[config.mk]
export PLATFORM = sky130hd
export DESIGN_NAME = fft_pair_feeder
export DESIGN_NICKNAME = d
export VERILOG_FILES = /design/src/rtl/fft_pair_feeder.sv
export SDC_FILE = /design/constraint.sdc
export NUM_CORES = 2
export LEC_CHECK = 0
export CELL_PAD_IN_SITES_DETAIL_PLACEMENT = 1
export CELL_PAD_IN_SITES_GLOBAL_PLACEMENT = 2
export CORE_MARGIN = 2
export CORE_UTILIZATION = 35
export DETAILED_ROUTE_END_ITERATION = 6
export PLACE_DENSITY_LB_ADDON = 0.1
export SLEW_MARGIN = 40
export SYNTH_ARGS = -nofsm -noshare
export SYNTH_HDL_FRONTEND = slang
export SYNTH_SLANG_ARGS = --single-unit
[constraint.sdc]
create_clock -name clk -period 14.5 [get_ports clk]
set_clock_uncertainty 0.05 [all_clocks]
set_input_delay 2.175 -clock clk [delete_from_list [all_inputs] [get_ports clk]]
set_output_delay 2.175 -clock clk [all_outputs]
set_load 0.1 [all_outputs]
[src/rtl/fft_pair_feeder.sv]
// Ping-pong frame buffer feeding stage-0 butterfly operand pairs.
// Define FFT_FEEDER_BITREV_EN for bit-reversed (DIT) pairing; default is natural pairs.
module fft_pair_feeder #(
    parameter int unsigned DW = 32,
    parameter int unsigned N  = 32
) (
    input  logic                   clk,
    input  logic                   rst_n,
    input  logic                   in_valid,
    output logic                   in_ready,
    input  logic [DW-1:0]          in_real,
    input  logic [DW-1:0]          in_imag,
    output logic                   out_valid,
    input  logic                   out_ready,
    output logic [DW-1:0]          din0_real,
    output logic [DW-1:0]          din0_imag,
    output logic [DW-1:0]          din1_real,
    output logic [DW-1:0]          din1_imag,
    output logic [$clog2(N)-2:0]   out_pair_idx,
    output logic                   out_last
);

    localparam int unsigned LOG2N = $clog2(N);
    localparam int unsigned PW    = LOG2N - 1;
    localparam int unsigned EW    = 2 * DW;

    logic [EW-1:0]    mem_q [2*N];

    logic [LOG2N-1:0] wr_cnt_q, wr_cnt_d;
    logic             wr_bank_q, wr_bank_d;
    logic [1:0]       full_q, full_d;
    logic             rd_bank_q, rd_bank_d;
    logic [PW-1:0]    rd_cnt_q, rd_cnt_d;
    logic             out_valid_q, out_valid_d;
    logic             out_last_q, out_last_d;
    logic [PW-1:0]    out_pair_idx_q, out_pair_idx_d;
    logic [DW-1:0]    din0_real_q, din0_real_d, din0_imag_q, din0_imag_d;
    logic [DW-1:0]    din1_real_q, din1_real_d, din1_imag_q, din1_imag_d;

    logic             accept_c, wr_last_c, hs_c, last_hs_c, load_c, rd_bank_sel_c;
    logic [PW-1:0]    pair_sel_c;
    logic [LOG2N:0]   rd_addr0_c, rd_addr1_c;
    logic [EW-1:0]    rd_data0_c, rd_data1_c;

    // Maps a position within the pair stream to a buffer address.
    function automatic logic [LOG2N-1:0] addr_map(input logic [LOG2N-1:0] j);
`ifdef FFT_FEEDER_BITREV_EN
        logic [LOG2N-1:0] r;
        r = '0;
        for (int i = 0; i < LOG2N; i++) begin
            r[i] = j[LOG2N-1-i];
        end
        return r;
`else
        return j;
`endif
    endfunction

    assign in_ready = rst_n & ~full_q[wr_bank_q];

    always_comb begin
        accept_c       = in_valid & in_ready;
        wr_last_c      = (wr_cnt_q == LOG2N'(N - 1));
        hs_c           = out_valid_q & out_ready;
        last_hs_c      = hs_c & out_last_q;

        wr_cnt_d       = wr_cnt_q;
        wr_bank_d      = wr_bank_q;
        full_d         = full_q;
        rd_bank_d      = rd_bank_q;
        rd_cnt_d       = rd_cnt_q;
        out_valid_d    = out_valid_q;
        out_last_d     = out_last_q;
        out_pair_idx_d = out_pair_idx_q;
        din0_real_d    = din0_real_q;
        din0_imag_d    = din0_imag_q;
        din1_real_d    = din1_real_q;
        din1_imag_d    = din1_imag_q;

        if (accept_c) begin
            wr_cnt_d = wr_cnt_q + LOG2N'(1);
            if (wr_last_c) begin
                full_d[wr_bank_q] = 1'b1;
                wr_bank_d         = ~wr_bank_q;
            end
        end

        // Finishing a frame hands the read side to the other bank on the same edge.
        rd_bank_sel_c = last_hs_c ? ~rd_bank_q : rd_bank_q;
        pair_sel_c    = last_hs_c ? '0 : rd_cnt_q;
        if (last_hs_c) begin
            full_d[rd_bank_q] = 1'b0;
            rd_bank_d         = rd_bank_sel_c;
            rd_cnt_d          = '0;
        end

        rd_addr0_c = {rd_bank_sel_c, addr_map({pair_sel_c, 1'b0})};
        rd_addr1_c = {rd_bank_sel_c, addr_map({pair_sel_c, 1'b1})};
        rd_data0_c = mem_q[rd_addr0_c];
        rd_data1_c = mem_q[rd_addr1_c];

        load_c = full_q[rd_bank_sel_c] &
                 (last_hs_c | ~out_valid_q | (out_ready & ~out_last_q));

        if (load_c) begin
            out_valid_d    = 1'b1;
            out_pair_idx_d = pair_sel_c;
            out_last_d     = (pair_sel_c == PW'(N / 2 - 1));
            rd_cnt_d       = pair_sel_c + PW'(1);
            {din0_real_d, din0_imag_d} = rd_data0_c;
            {din1_real_d, din1_imag_d} = rd_data1_c;
        end else if (hs_c) begin
            out_valid_d    = 1'b0;
            out_pair_idx_d = '0;
            out_last_d     = 1'b0;
        end
    end

    // Sample storage is never reset; the full flags alone qualify its contents.
    always_ff @(posedge clk) begin
        if (accept_c) begin
            mem_q[{wr_bank_q, wr_cnt_q}] <= {in_real, in_imag};
        end
    end

    always_ff @(posedge clk) begin
        if (!rst_n) begin
            wr_cnt_q       <= '0;
            wr_bank_q      <= 1'b0;
            full_q         <= '0;
            rd_bank_q      <= 1'b0;
            rd_cnt_q       <= '0;
            out_valid_q    <= 1'b0;
            out_last_q     <= 1'b0;
            out_pair_idx_q <= '0;
            din0_real_q    <= '0;
            din0_imag_q    <= '0;
            din1_real_q    <= '0;
            din1_imag_q    <= '0;
        end else begin
            wr_cnt_q       <= wr_cnt_d;
            wr_bank_q      <= wr_bank_d;
            full_q         <= full_d;
            rd_bank_q      <= rd_bank_d;
            rd_cnt_q       <= rd_cnt_d;
            out_valid_q    <= out_valid_d;
            out_last_q     <= out_last_d;
            out_pair_idx_q <= out_pair_idx_d;
            din0_real_q    <= din0_real_d;
            din0_imag_q    <= din0_imag_d;
            din1_real_q    <= din1_real_d;
            din1_imag_q    <= din1_imag_d;
        end
    end

    assign out_valid    = out_valid_q;
    assign out_last     = out_last_q;
    assign out_pair_idx = out_pair_idx_q;
    assign din0_real    = din0_real_q;
    assign din0_imag    = din0_imag_q;
    assign din1_real    = din1_real_q;
    assign din1_imag    = din1_imag_q;

endmodule

==> flow_summary.json <==
{
  "status": "complete, no violations",
  "synth_most_common_cell": "edfxtp_1",
  "synth_area_um2": 167000,
  "dp_hpwl_um": 332000,
  "cts.sinks": 4243,
  "rsz0062_at_grt": "false",
  "dr.pass1.iters": 5,
  "drive_gt1_frac": 0.164,
  "power_mw": 25.5,
  "yosysSeqAreaShare": 0.753,
  "wl_um": 631000,
  "crit_arrival_ns": 7.20,
  "via_count": 103000,
  "synth.area.top_cells": "edfxtp_1, mux2i_1, a21oi_1, o221ai_1, mux2_2",
  "die_w_um": 695,
  "reg2reg_from": "rd_cnt_q[0]",
  "hold_viol_final": 0,
  "critPathKind": "primary input to register",
  "synth.top_cells.by_count": "edfxtp_1, a21oi_1, nor2_1",
  "rows": 253,
  "gp_congestion": 0.764,
  "root_buffer": "clkbuf_16",
  "cp_cell_sequence": "clkdlybuf4s50_1, nand3_4, buf_4, buf_12, nand3_4, buf_12, buf_16, nor3_1, a21oi_1, a221oi_2",
  "ys_warn_count": 0,
  "maxSlewViolCount": 0,
  "dieArea_um2": 483000,
  "synth_largest_area_cell": "edfxtp_1",
  "start_util": 0.352,
  "drtIter0Drc": 11200,
  "critical-path-top-delay-family": "buffers and inverters",
  "max_stage_delay_ns": 0.73,
  "post_drt_wl_per_cell_um": 36.2,
  "core_area_um2": 475000,
  "crit_slowest_cell": "nand3_4",
  "relSlewSlack": 0.215,
  "fin_crit_ns": 6.31,
  "fin_crit_sh": 0.436,
  "r2r_end": "din0_real[12]",
  "path_max_fanout": 123,
  "path_clk_slew_ns": 0.06,
  "cp.depth": 10,
  "fin_tns_setup_ns": 0,
  "grt_pass1_wl_um": 873000,
  "clockBufferDepth": 4,
  "synthDistinctLibCells": 69,
  "max-cap-violations": 0,
  "dieHeight_um": 695,
  "worst_setup_path_end_kind": "register",
  "synth-seq-cells": 4243,
  "track_usage": 0.256,
  "io_pins": 203,
  "crit_path_end": "din0_real[13]",
  "timing.fmax_mhz": 158,
  "r2r_cells": 9,
  "required_ns": 15.38,
  "cts_made_buffers": 473,
  "grt_pass1_vias": 106000,
  "cts_tree": "done",
  "hold_buffers": 0,
  "vias_per_cell": 5.93,
  "instances_no_fill": 17400,
  "synth_nets": 10500,
  "synthesis.instances": 10400,
  "htreeDepth": 5,
  "whs_ns": 0.424,
  "final.fill_count": 46600,
  "synth_enable_flop_cells": 4096,
  "startpoint": "out_ready",
  "syn_area_per_cell_um2": 16.1,
  "ys.flop_type": "edfxtp_1",
  "area_delta_synth_final_pct": 15.0,
  "ant_nets": 0,
  "post_cts_resized": 0,
  "yosysTopAreaCellShare": 0.736,
  "drc": 0,
  "grt_remaining_overflow": 0,
  "synthArstFlopShare": 0,
  "dp_cells": 16500,
  "clk_latency_ns": 1.04,
  "antenna_found_initial": 41,
  "r2r_slack_ns": 9.39,
  "stdcell_area_um2": 192000,
  "start_kind": "primary input",
  "grt_max_degree": 124,
  "hp-class": "register to register",
  "placed_area_um2": 177000,
  "post_cts_buffers": 0,
  "p_leak_nw": 59.9,
  "nets": 10700,
  "portBuffers": 202,
  "peakVddDrop_mv": 0.0975,
  "tightestPinTransition_ns": 1.18,
  "setup_viol": 0,
  "path_buf_inv": 5,
  "power_density_nw_per_um2": 133
}
stage by stage:
stage / worst slack, ns / utilization
floorplan: 7.62 / -
global placement: 6.47 / 0.372
detailed placement: 7.13 / 0.372
CTS: 8.24 / 0.404
global route: 8.07 / 0.404
finish: 8.19 / 0.404
report_power, final:
group | internal, mW | leakage (nW) | total [mW] | switching, mW
combinational | 0.0384 | 14.5 | 0.304 | 0.266
clock | 6.75 | 7.31 | 11.8 | 5.03
sequential | 13.4 | 38.0 | 13.5 | 0.00437
placed cells by master (no fill, tap or decap), types with 70 or more instances in the layout:
master and n:
inv_1 120, mux2i_1 501, nand2b_1 123, o2111ai_1 117, clkinv_1 79, o22ai_1 469, o22a_1 112, nor2_1 612
o211ai_1 151, mux4_2 124, a211oi_1 129, nor3_1 247, clkbuf_16 481, a221oi_1 163, clkinv_2 76, buf_6 70
clkbuf_1 142, a21oi_1 769, dfxtp_1 144, buf_2 193, edfxtp_1 4096, a31oi_1 154, o221ai_1 357, nand2_1 307
mux2_2 267, nand3_1 138, o21ai_0 176, buf_4 243, a221oi_2 92
how the worst min path moves through the flow:
stage / startpoint / end / slack (ns) / cells after the start
after floorplan: full_q[0] / out_valid / 0.44 / 2
after global placement: out_pair_idx[2] / out_pair_idx[2] / 0.43 / 2
after detailed placement: out_pair_idx[2] / out_pair_idx[2] / 0.42 / 2
after CTS: out_pair_idx[2] / out_pair_idx[2] / 0.43 / 2
after global routing: out_pair_idx[2] / out_pair_idx[2] / 0.45 / 2
final: out_pair_idx[2] / out_pair_idx[2] / 0.42 / 2
final cells by class:
type,instances,area [um2],area share
Sequential cell,4243,126000,0.655
Clock buffer,662,13100,0.0682
Multi-Input combinational cell,5236,37800,0.197
Clock inverter,212,1870,0.00971
Tap cell,6375,7980,0.0415
Antenna cell,9,22.5,0.000117
Timing Repair Buffer,568,4900,0.0255
Inverter,126,533,0.00277
worst reg2reg max path, stage by stage, from the launching register on:
cell and delay (ns):
dfxtp_4 0.77, buf_4 0.77, buf_4 0.76, buf_4 0.67
buf_4 0.73, mux2_2 0.33, o22ai_1 0.09, nor3_1 0.38
o22ai_1 0.17, a221oi_2 0.30
metal layers:
metal	vias up	wire [um]	track usage
li1	42500	-	-
met5	-	48	0
met3	790	35800	0.0303
met2	3540	295000	0.414
met1	56500	286000	0.370
met4	8	14800	0.0543
logic make-up after synthesis:
logic type / synth area share
adders and majority gates: 0.000299
xor gates and xnor gates: 0.000464
buffers and inverters: 0.0243
AOI/OAI and AO/OA: 0.115
muxes: 0.0649
and+or+nand+nor: 0.0416
DFF: 0.753
state kept, by name, indices dropped and copies added (netlist names):
signal,flops
rd_bank_q,1
din1_imag,32
out_pair_idx,4
mem_q,4096
full_q,2
din0_real,32
wr_cnt_q,5
rd_cnt_q,4
out_valid,1
out_last,1
din1_real,32
din0_imag,32
wr_bank_q,1
Power figures use the tool's default switching activity.
